[config.mk]
export PLATFORM = sky130hd
export DESIGN_NAME = sample_scheduler
export DESIGN_NICKNAME = d
export VERILOG_FILES = /design/src/rtl/sample_sched_pkg.sv /design/src/rtl/sample_tick_gen.sv /design/src/rtl/sample_scheduler.sv
export SDC_FILE = /design/constraint.sdc
export NUM_CORES = 1
export LEC_CHECK = 0
export CAP_MARGIN = 20
export CORE_ASPECT_RATIO = 1.25
export CORE_MARGIN = 8
export CORE_UTILIZATION = 53
export CTS_CLUSTER_DIAMETER = 100
export CTS_CLUSTER_SIZE = 16
export DETAILED_ROUTE_END_ITERATION = 7
export PLACE_DENSITY = 0.86
export SYNTH_ARGS = -nofsm -noshare
export SYNTH_HDL_FRONTEND = slang
export SYNTH_SLANG_ARGS = --single-unit
[constraint.sdc]
create_clock -name clk -period 2.5 [get_ports clk]
set_input_delay 0.25 -clock clk [delete_from_list [all_inputs] [get_ports clk]]
set_output_delay 0.25 -clock clk [all_outputs]
set_load 0.05 [all_outputs]
[src/rtl/sample_sched_pkg.sv]
// Shared types and constants for the ADC sample scheduler.
// Optional build macro: SAMPLE_SCHED_OVERRUN_CNT_EN (see sample_scheduler).
package sample_sched_pkg;

    typedef enum logic [1:0] {
        IDLE,
        RUN,
        FLUSH
    } sched_state_t;

    localparam int DIV_RESET = 14;
    localparam int OVR_CNT_W = 16;

endpackage

[src/rtl/sample_tick_gen.sv]
// Conversion tick counter: counts 0..period, tick in the terminal cycle.
// Build macro SAMPLE_SCHED_OVERRUN_CNT_EN has no effect here.
module sample_tick_gen #(
    parameter int W = 12
) (
    input  logic         clk,
    input  logic         rst,
    input  logic         en,
    input  logic         clr,
    input  logic [W-1:0] period,
    output logic         tick
);

    logic [W-1:0] cnt_q;
    logic [W-1:0] cnt_d;

    assign tick = en && (cnt_q == period);

    always_comb begin
        cnt_d = cnt_q;
        if (clr) begin
            cnt_d = '0;
        end else if (en) begin
            cnt_d = tick ? '0 : cnt_q + W'(1);
        end
    end

    always_ff @(posedge clk or posedge rst) begin
        if (rst) begin
            cnt_q <= '0;
        end else begin
            cnt_q <= cnt_d;
        end
    end

endmodule

[src/rtl/sample_scheduler.sv]
// Paces ADC conversions, frames samples, and restarts frames on divider changes.
// Define SAMPLE_SCHED_OVERRUN_CNT_EN to add the saturating overrun_cnt output.
module sample_scheduler
    import sample_sched_pkg::*;
#(
    parameter int DIV_WIDTH  = 12,
    parameter int DATA_WIDTH = 12,
    parameter int FRAME_LEN  = 1024,
    parameter int TIMEOUT    = 64
) (
    input  logic                  clk,
    input  logic                  rst,
    input  logic [DIV_WIDTH-1:0]  div_in,
    input  logic                  stable,
    input  logic                  frame_req,
    output logic                  adc_start,
    input  logic                  adc_done,
    input  logic [DATA_WIDTH-1:0] adc_data,
    output logic [DATA_WIDTH-1:0] sample_data,
    output logic                  sample_valid,
    input  logic                  sample_ready,
    output logic                  sample_last,
    output logic                  frame_abort,
    output logic                  busy,
    output logic                  overrun,
`ifdef SAMPLE_SCHED_OVERRUN_CNT_EN
    output logic [OVR_CNT_W-1:0]  overrun_cnt,
`endif
    output logic [DIV_WIDTH-1:0]  div_active
);

    localparam int CNT_W = $clog2(FRAME_LEN);
    localparam int TMO_W = $clog2(TIMEOUT + 1);

    sched_state_t          state_q, state_d;
    logic [DIV_WIDTH-1:0]  div_q, div_d;
    logic [DIV_WIDTH-1:0]  div_pend_q, div_pend_d;
    logic                  pend_q, pend_d;
    logic [CNT_W-1:0]      cnt_q, cnt_d;
    logic [DATA_WIDTH-1:0] data_q, data_d;
    logic                  valid_q, valid_d;
    logic                  ovr_q, ovr_d;
    logic                  abort_q, abort_d;
    logic                  outst_q, outst_d;
    logic [TMO_W-1:0]      tmo_q, tmo_d;

    logic tick;
    logic tick_en;
    logic tick_clr;
    logic hs;
    logic last;
    logic done_last;
    logic flush_go;
    logic drop;

    assign hs        = valid_q && sample_ready;
    assign last      = valid_q && (cnt_q == CNT_W'(FRAME_LEN - 1));
    assign done_last = hs && last;
    assign flush_go  = (state_q == RUN) && tick && pend_q;
    assign tick_en   = (state_q == RUN);
    assign tick_clr  = (state_q != RUN) || done_last;

    // A pending divider change steals the wrap strobe so no conversion spans rates.
    assign adc_start = (state_q == RUN) && tick && !pend_q && !done_last;

    sample_tick_gen #(
        .W(DIV_WIDTH)
    ) u_tick (
        .clk   (clk),
        .rst   (rst),
        .en    (tick_en),
        .clr   (tick_clr),
        .period(div_q),
        .tick  (tick)
    );

    always_comb begin
        state_d    = state_q;
        div_d      = div_q;
        div_pend_d = div_pend_q;
        pend_d     = pend_q;
        cnt_d      = cnt_q;
        data_d     = data_q;
        valid_d    = valid_q;
        abort_d    = 1'b0;
        outst_d    = outst_q;
        tmo_d      = '0;
        drop       = 1'b0;

        if (hs) begin
            valid_d = 1'b0;
        end
        if (adc_start) begin
            outst_d = 1'b1;
        end else if (adc_done) begin
            outst_d = 1'b0;
        end

        unique case (state_q)
            IDLE: begin
                if (!stable) begin
                    div_d  = div_in;
                    pend_d = 1'b0;
                end
                if (frame_req) begin
                    state_d = RUN;
                    cnt_d   = '0;
                end
            end
            RUN: begin
                if (hs) begin
                    cnt_d = cnt_q + CNT_W'(1);
                end
                if (!stable) begin
                    div_pend_d = div_in;
                    pend_d     = 1'b1;
                end
                if (adc_done && !done_last) begin
                    if (!valid_q || hs) begin
                        data_d  = adc_data;
                        valid_d = 1'b1;
                    end else begin
                        drop = 1'b1;
                    end
                end
                if (done_last) begin
                    state_d = IDLE;
                    if (pend_d) begin
                        div_d  = div_pend_d;
                        pend_d = 1'b0;
                    end
                end else if (flush_go) begin
                    state_d = FLUSH;
                end
            end
            FLUSH: begin
                if (!stable) begin
                    div_pend_d = div_in;
                end
                tmo_d = (tmo_q == TMO_W'(TIMEOUT)) ? tmo_q : tmo_q + TMO_W'(1);
                if ((!outst_q || tmo_q >= TMO_W'(TIMEOUT - 1)) && !valid_q) begin
                    state_d = RUN;
                    div_d   = div_pend_d;
                    pend_d  = 1'b0;
                    cnt_d   = '0;
                    abort_d = 1'b1;
                    outst_d = 1'b0;
                end
            end
            default: begin
                state_d = IDLE;
            end
        endcase

        ovr_d = ovr_q || drop;
    end

    always_ff @(posedge clk or posedge rst) begin
        if (rst) begin
            state_q    <= IDLE;
            div_q      <= DIV_WIDTH'(DIV_RESET);
            div_pend_q <= DIV_WIDTH'(DIV_RESET);
            pend_q     <= 1'b0;
            cnt_q      <= '0;
            data_q     <= '0;
            valid_q    <= 1'b0;
            ovr_q      <= 1'b0;
            abort_q    <= 1'b0;
            outst_q    <= 1'b0;
            tmo_q      <= '0;
        end else begin
            state_q    <= state_d;
            div_q      <= div_d;
            div_pend_q <= div_pend_d;
            pend_q     <= pend_d;
            cnt_q      <= cnt_d;
            data_q     <= data_d;
            valid_q    <= valid_d;
            ovr_q      <= ovr_d;
            abort_q    <= abort_d;
            outst_q    <= outst_d;
            tmo_q      <= tmo_d;
        end
    end

`ifdef SAMPLE_SCHED_OVERRUN_CNT_EN
    logic [OVR_CNT_W-1:0] ovr_cnt_q, ovr_cnt_d;

    always_comb begin
        ovr_cnt_d = ovr_cnt_q;
        if (drop && (ovr_cnt_q != '1)) begin
            ovr_cnt_d = ovr_cnt_q + OVR_CNT_W'(1);
        end
    end

    always_ff @(posedge clk or posedge rst) begin
        if (rst) begin
            ovr_cnt_q <= '0;
        end else begin
            ovr_cnt_q <= ovr_cnt_d;
        end
    end

    assign overrun_cnt = ovr_cnt_q;
`endif

    assign sample_data  = data_q;
    assign sample_valid = valid_q;
    assign sample_last  = last;
    assign frame_abort  = abort_q;
    assign busy         = (state_q != IDLE);
    assign overrun      = ovr_q;
    assign div_active   = div_q;

endmodule

==> flow_metrics.tcl, run 1 <==
set metrics [dict create \
    status "complete, no violations" \
    die-width_um 90.3 \
    viasPerCell 5.53 \
    netlist_area_um2 3660 \
    clk_path_buf_depth 2 \
    finalCritPeriodShare 0.928 \
    syn_nets 361 \
    path_clk_slew_ns 0.08 \
    cap_violations 0 \
    grt_pass1_vias 2810 \
    ys_types 51 \
    synth_top_area_share 0.451 \
    synth_compound_area_frac 0.0595 \
    synth-edff-count 0 \
    rr_startpoint "cnt_q[0]$_DFFE_PP0P_" \
    p_leak_nw 2.04 \
    postSynthAreaPerCell_um2 11.4 \
    worstSkewPairLatency_ns 0.36 \
    grt_max_degree 34 \
    synth.top_cells.by_count "dfrtp_1, mux2_2, nand2_1" \
    synthCells 322 \
    power_frac_comb 0.467 \
    muxShareOfSynthArea 0.156 \
    synth_top_cell_by_area "dfrtp_1" \
    first_pass_iters 4 \
    tightestPinTransition_ns 0.655 \
    utilization 0.685 \
    post-synth-top-count-cell "dfrtp_1" \
    synth_ff_type "dfrtp_1" \
    grt_setup_unrepaired "false" \
    design.core.area_um2 6810 \
    startpoint_type "flop" \
    yosys-top-cells-area "dfrtp_1, mux2_2, dfstp_2" \
    finalHoldViolCount 0 \
    drt_iter0_markers 115 \
    cts_max_level 3 \
    swShare 0.413 \
    finalSetupViolCount 0 \
    ioPinCount 60 \
    root_buffer "clkbuf_8" \
    clock_skew_ns 0.00952 \
    finalNetCount 429 \
    critical_path_class "flop to output pin" \
    synth_xor_area_frac 0.0646 \
    hp-class "input pin to asynchronous set/reset pin" \
    antenna_cells 0 \
    crit_start "u_tick.cnt_q[1]$_DFFE_PP0P_" \
    fmax_mhz 431 \
    final_area_um2 4670 \
    ir_drop_v 0.000741 \
    slew_viol_final 0 \
    ant_nets 0 \
    wl_per_cell_um 16.2 \
    synth_adder_area_share 0.0308 \
    synth_top_family_by_area "simple AND/OR/NAND/NOR gates" \
    synth-simple-area-share 0.171 \
    worstPathArrival_ns 2.07 \
    async_flop_share 1.00 \
    post_dp_cell_area_um2 4400 \
    min_period_ns 2.32 \
    p_seq_frac 0.336 \
    dp_hpwl_um 5780 \
    tritoncts "yes" \
    whs_ns 0.217 \
    num_vias 2683 \
    initial_core_util 0.538 \
    crit_path_max_fanout 4 \
    syn_to_final_growth_pct 27.5 \
    setup_tns_ns 0 \
    place_congestion 0.792 \
    crit_path_end_kind "output pin" \
    antenna_found_initial 0 \
    pre_cts_ws_ns 0.273 \
    layout-drive-gt1-share 0.213 \
    p_clk_frac 0.197 \
    cts.sinks 72 \
    grt_pass1_wl_um 13600 \
    ys_ff_latch 72 \
    wl_um 7870 \
    p_int_w 0.00341 \
    cts_buffers 9 \
    postCtsHoldBufs 0 \
    overflow 0 \
    powerDensity_nw_per_um2 1240 \
    crit_required_ns 2.25 \
    grt_usage 0.170 \
    p_switching_w 0.00240 \
    port_buffers 59 \
    ys_seq_area_frac 0.495 \
    num_rows 34 \
    die_h_um 109 \
    dieArea_um2 9830 \
    slew_headroom 0.562 \
    drc 0 \
    layout_setup_ws_ns 0.179 \
    ys_warn_count 0 \
]
-- layout make-up --
class	count	area, um^2
multi-input cells	230	1780
repair buffers	67	673
clock buffers	10	138
well taps	90	113
fillers	505	2140
flip-flops and latches	72	1810
inverters	10	37.5
clock inverters	6	115
-- cell usage in the layout, fill, tap and decap left out, types with 2 or more instances in the layout --
master	Yosys	routed
a21oi_1	6	6
a31oi_1	2	2
and2_1	5	5
and3_1	12	12
buf_12	0	2
buf_4	2	8
bufinv_16	0	3
clkbuf_8	0	10
clkdlybuf4s50_1	0	56
dfrtp_1	66	66
dfstp_2	6	6
ha_1	9	9
inv_1	10	9
mux2_1	10	10
mux2_2	39	39
mux2i_1	2	2
nand2_1	25	25
nand2b_1	4	4
nand3_1	13	13
nand3b_1	2	2
nand4_1	5	5
nand4_2	2	2
nor2_1	16	16
nor2b_1	4	4
nor3_1	7	5
nor3_2	2	3
nor4_1	5	5
o211ai_1	3	3
o21ai_0	4	4
o221ai_1	2	2
or3_1	2	2
or4_1	4	4
xnor2_1	10	10
xor2_1	17	17
-- worst paths after layout --
kind                                         endpoint  slack, ns  cells past startpoint
setup / recovery                            adc_start       0.18                      5
max in group asynchronous   div_pend_q[3]$_DFFE_PP1N_       1.61                      3
hold / removal             sample_data[2]$_DFFE_PP0P_       0.22                      2
hold reg to reg                     overrun$_DFF_PP0_       0.49                      1
min in group clk                    overrun$_DFF_PP0_       0.49                      1
setup reg to reg            div_active[9]$_DFFE_PP0P_       0.29                      7
-- critical path: stages, from the launching register on --
cell	delay, ns
dfrtp_1	0.45
xor2_1	0.19
nor4_1	0.37
nand4_1	0.27
nor3_4	0.27
buf_12	0.17
-- what timing repair did --
| action | CTS | global route |
|---|---|---|
| buffers inserted | 1 | 0 |
| pin swaps | 0 | 0 |
| setup endpoints to repair | 1 | 1 |
| gates cloned | 0 | 0 |
| resized for setup | 1 | 1 |
| endpoints found under the hold margin | 0 | 0 |
-- layer usage --
metal | global-route usage | part of all wire | vias to the layer above
li1 | - | - | 1279
met1 | 0.196 | 0.42 | 1318
met2 | 0.293 | 0.51 | 74
met3 | 0.0448 | 0.051 | 12
met4 | 0.0787 | 0.018 | 0
met5 | 0 | 0 | -
-- registers in the layout, summed over array words and instances, names as in the netlist --
register      flops
sample_valid      1
tmo_q             7
overrun           1
pend_q            1
outst_q           1
div_pend_q       12
sample_data      12
state_q           2
cnt_q            10
frame_abort       1
div_active       12
u_tick.cnt_q     12
-- power groups by stage --
stage               Sequential (W)  Clock [W]  Combinational (W)
floorplan                  0.00264          0            0.00118
global route               0.00201    0.00122            0.00290
finish                     0.00195    0.00114            0.00271
CTS                        0.00195    0.00117            0.00275
detailed placement         0.00196          0            0.00273
global placement           0.00194          0            0.00265
-- per-stage QoR --
step           power, W  std cells
2_1_floorplan   0.00382        322
3_3_place_gp    0.00459        468
3_5_place_dp    0.00470        468
4_1_cts         0.00586        485
5_1_grt         0.00613        485
6_report        0.00581        485
-- logic make-up after synthesis --
| family | after synthesis |
|---|---|
| compound gates | 29 |
| xor+xnor | 27 |
| fa+ha+maj | 9 |
| buf+inv | 20 |
| flops | 72 |
| mux | 51 |
| simple gates | 114 |
Power figures use the tool's default switching activity.
==> run 2, diff against run 1 <==
--- a/config.mk
+++ b/config.mk
@@ -12,7 +12,9 @@
 export CTS_CLUSTER_DIAMETER = 100
 export CTS_CLUSTER_SIZE = 16
 export DETAILED_ROUTE_END_ITERATION = 7
+export HOLD_SLACK_MARGIN = 0.12
 export PLACE_DENSITY = 0.86
+export SLEW_MARGIN = 30
 export SYNTH_ARGS = -nofsm -noshare
 export SYNTH_HDL_FRONTEND = slang
 export SYNTH_SLANG_ARGS = --single-unit
==> results of run 2 <==
Same layout as run 1: the final DEF is identical, and so are final timing and power.
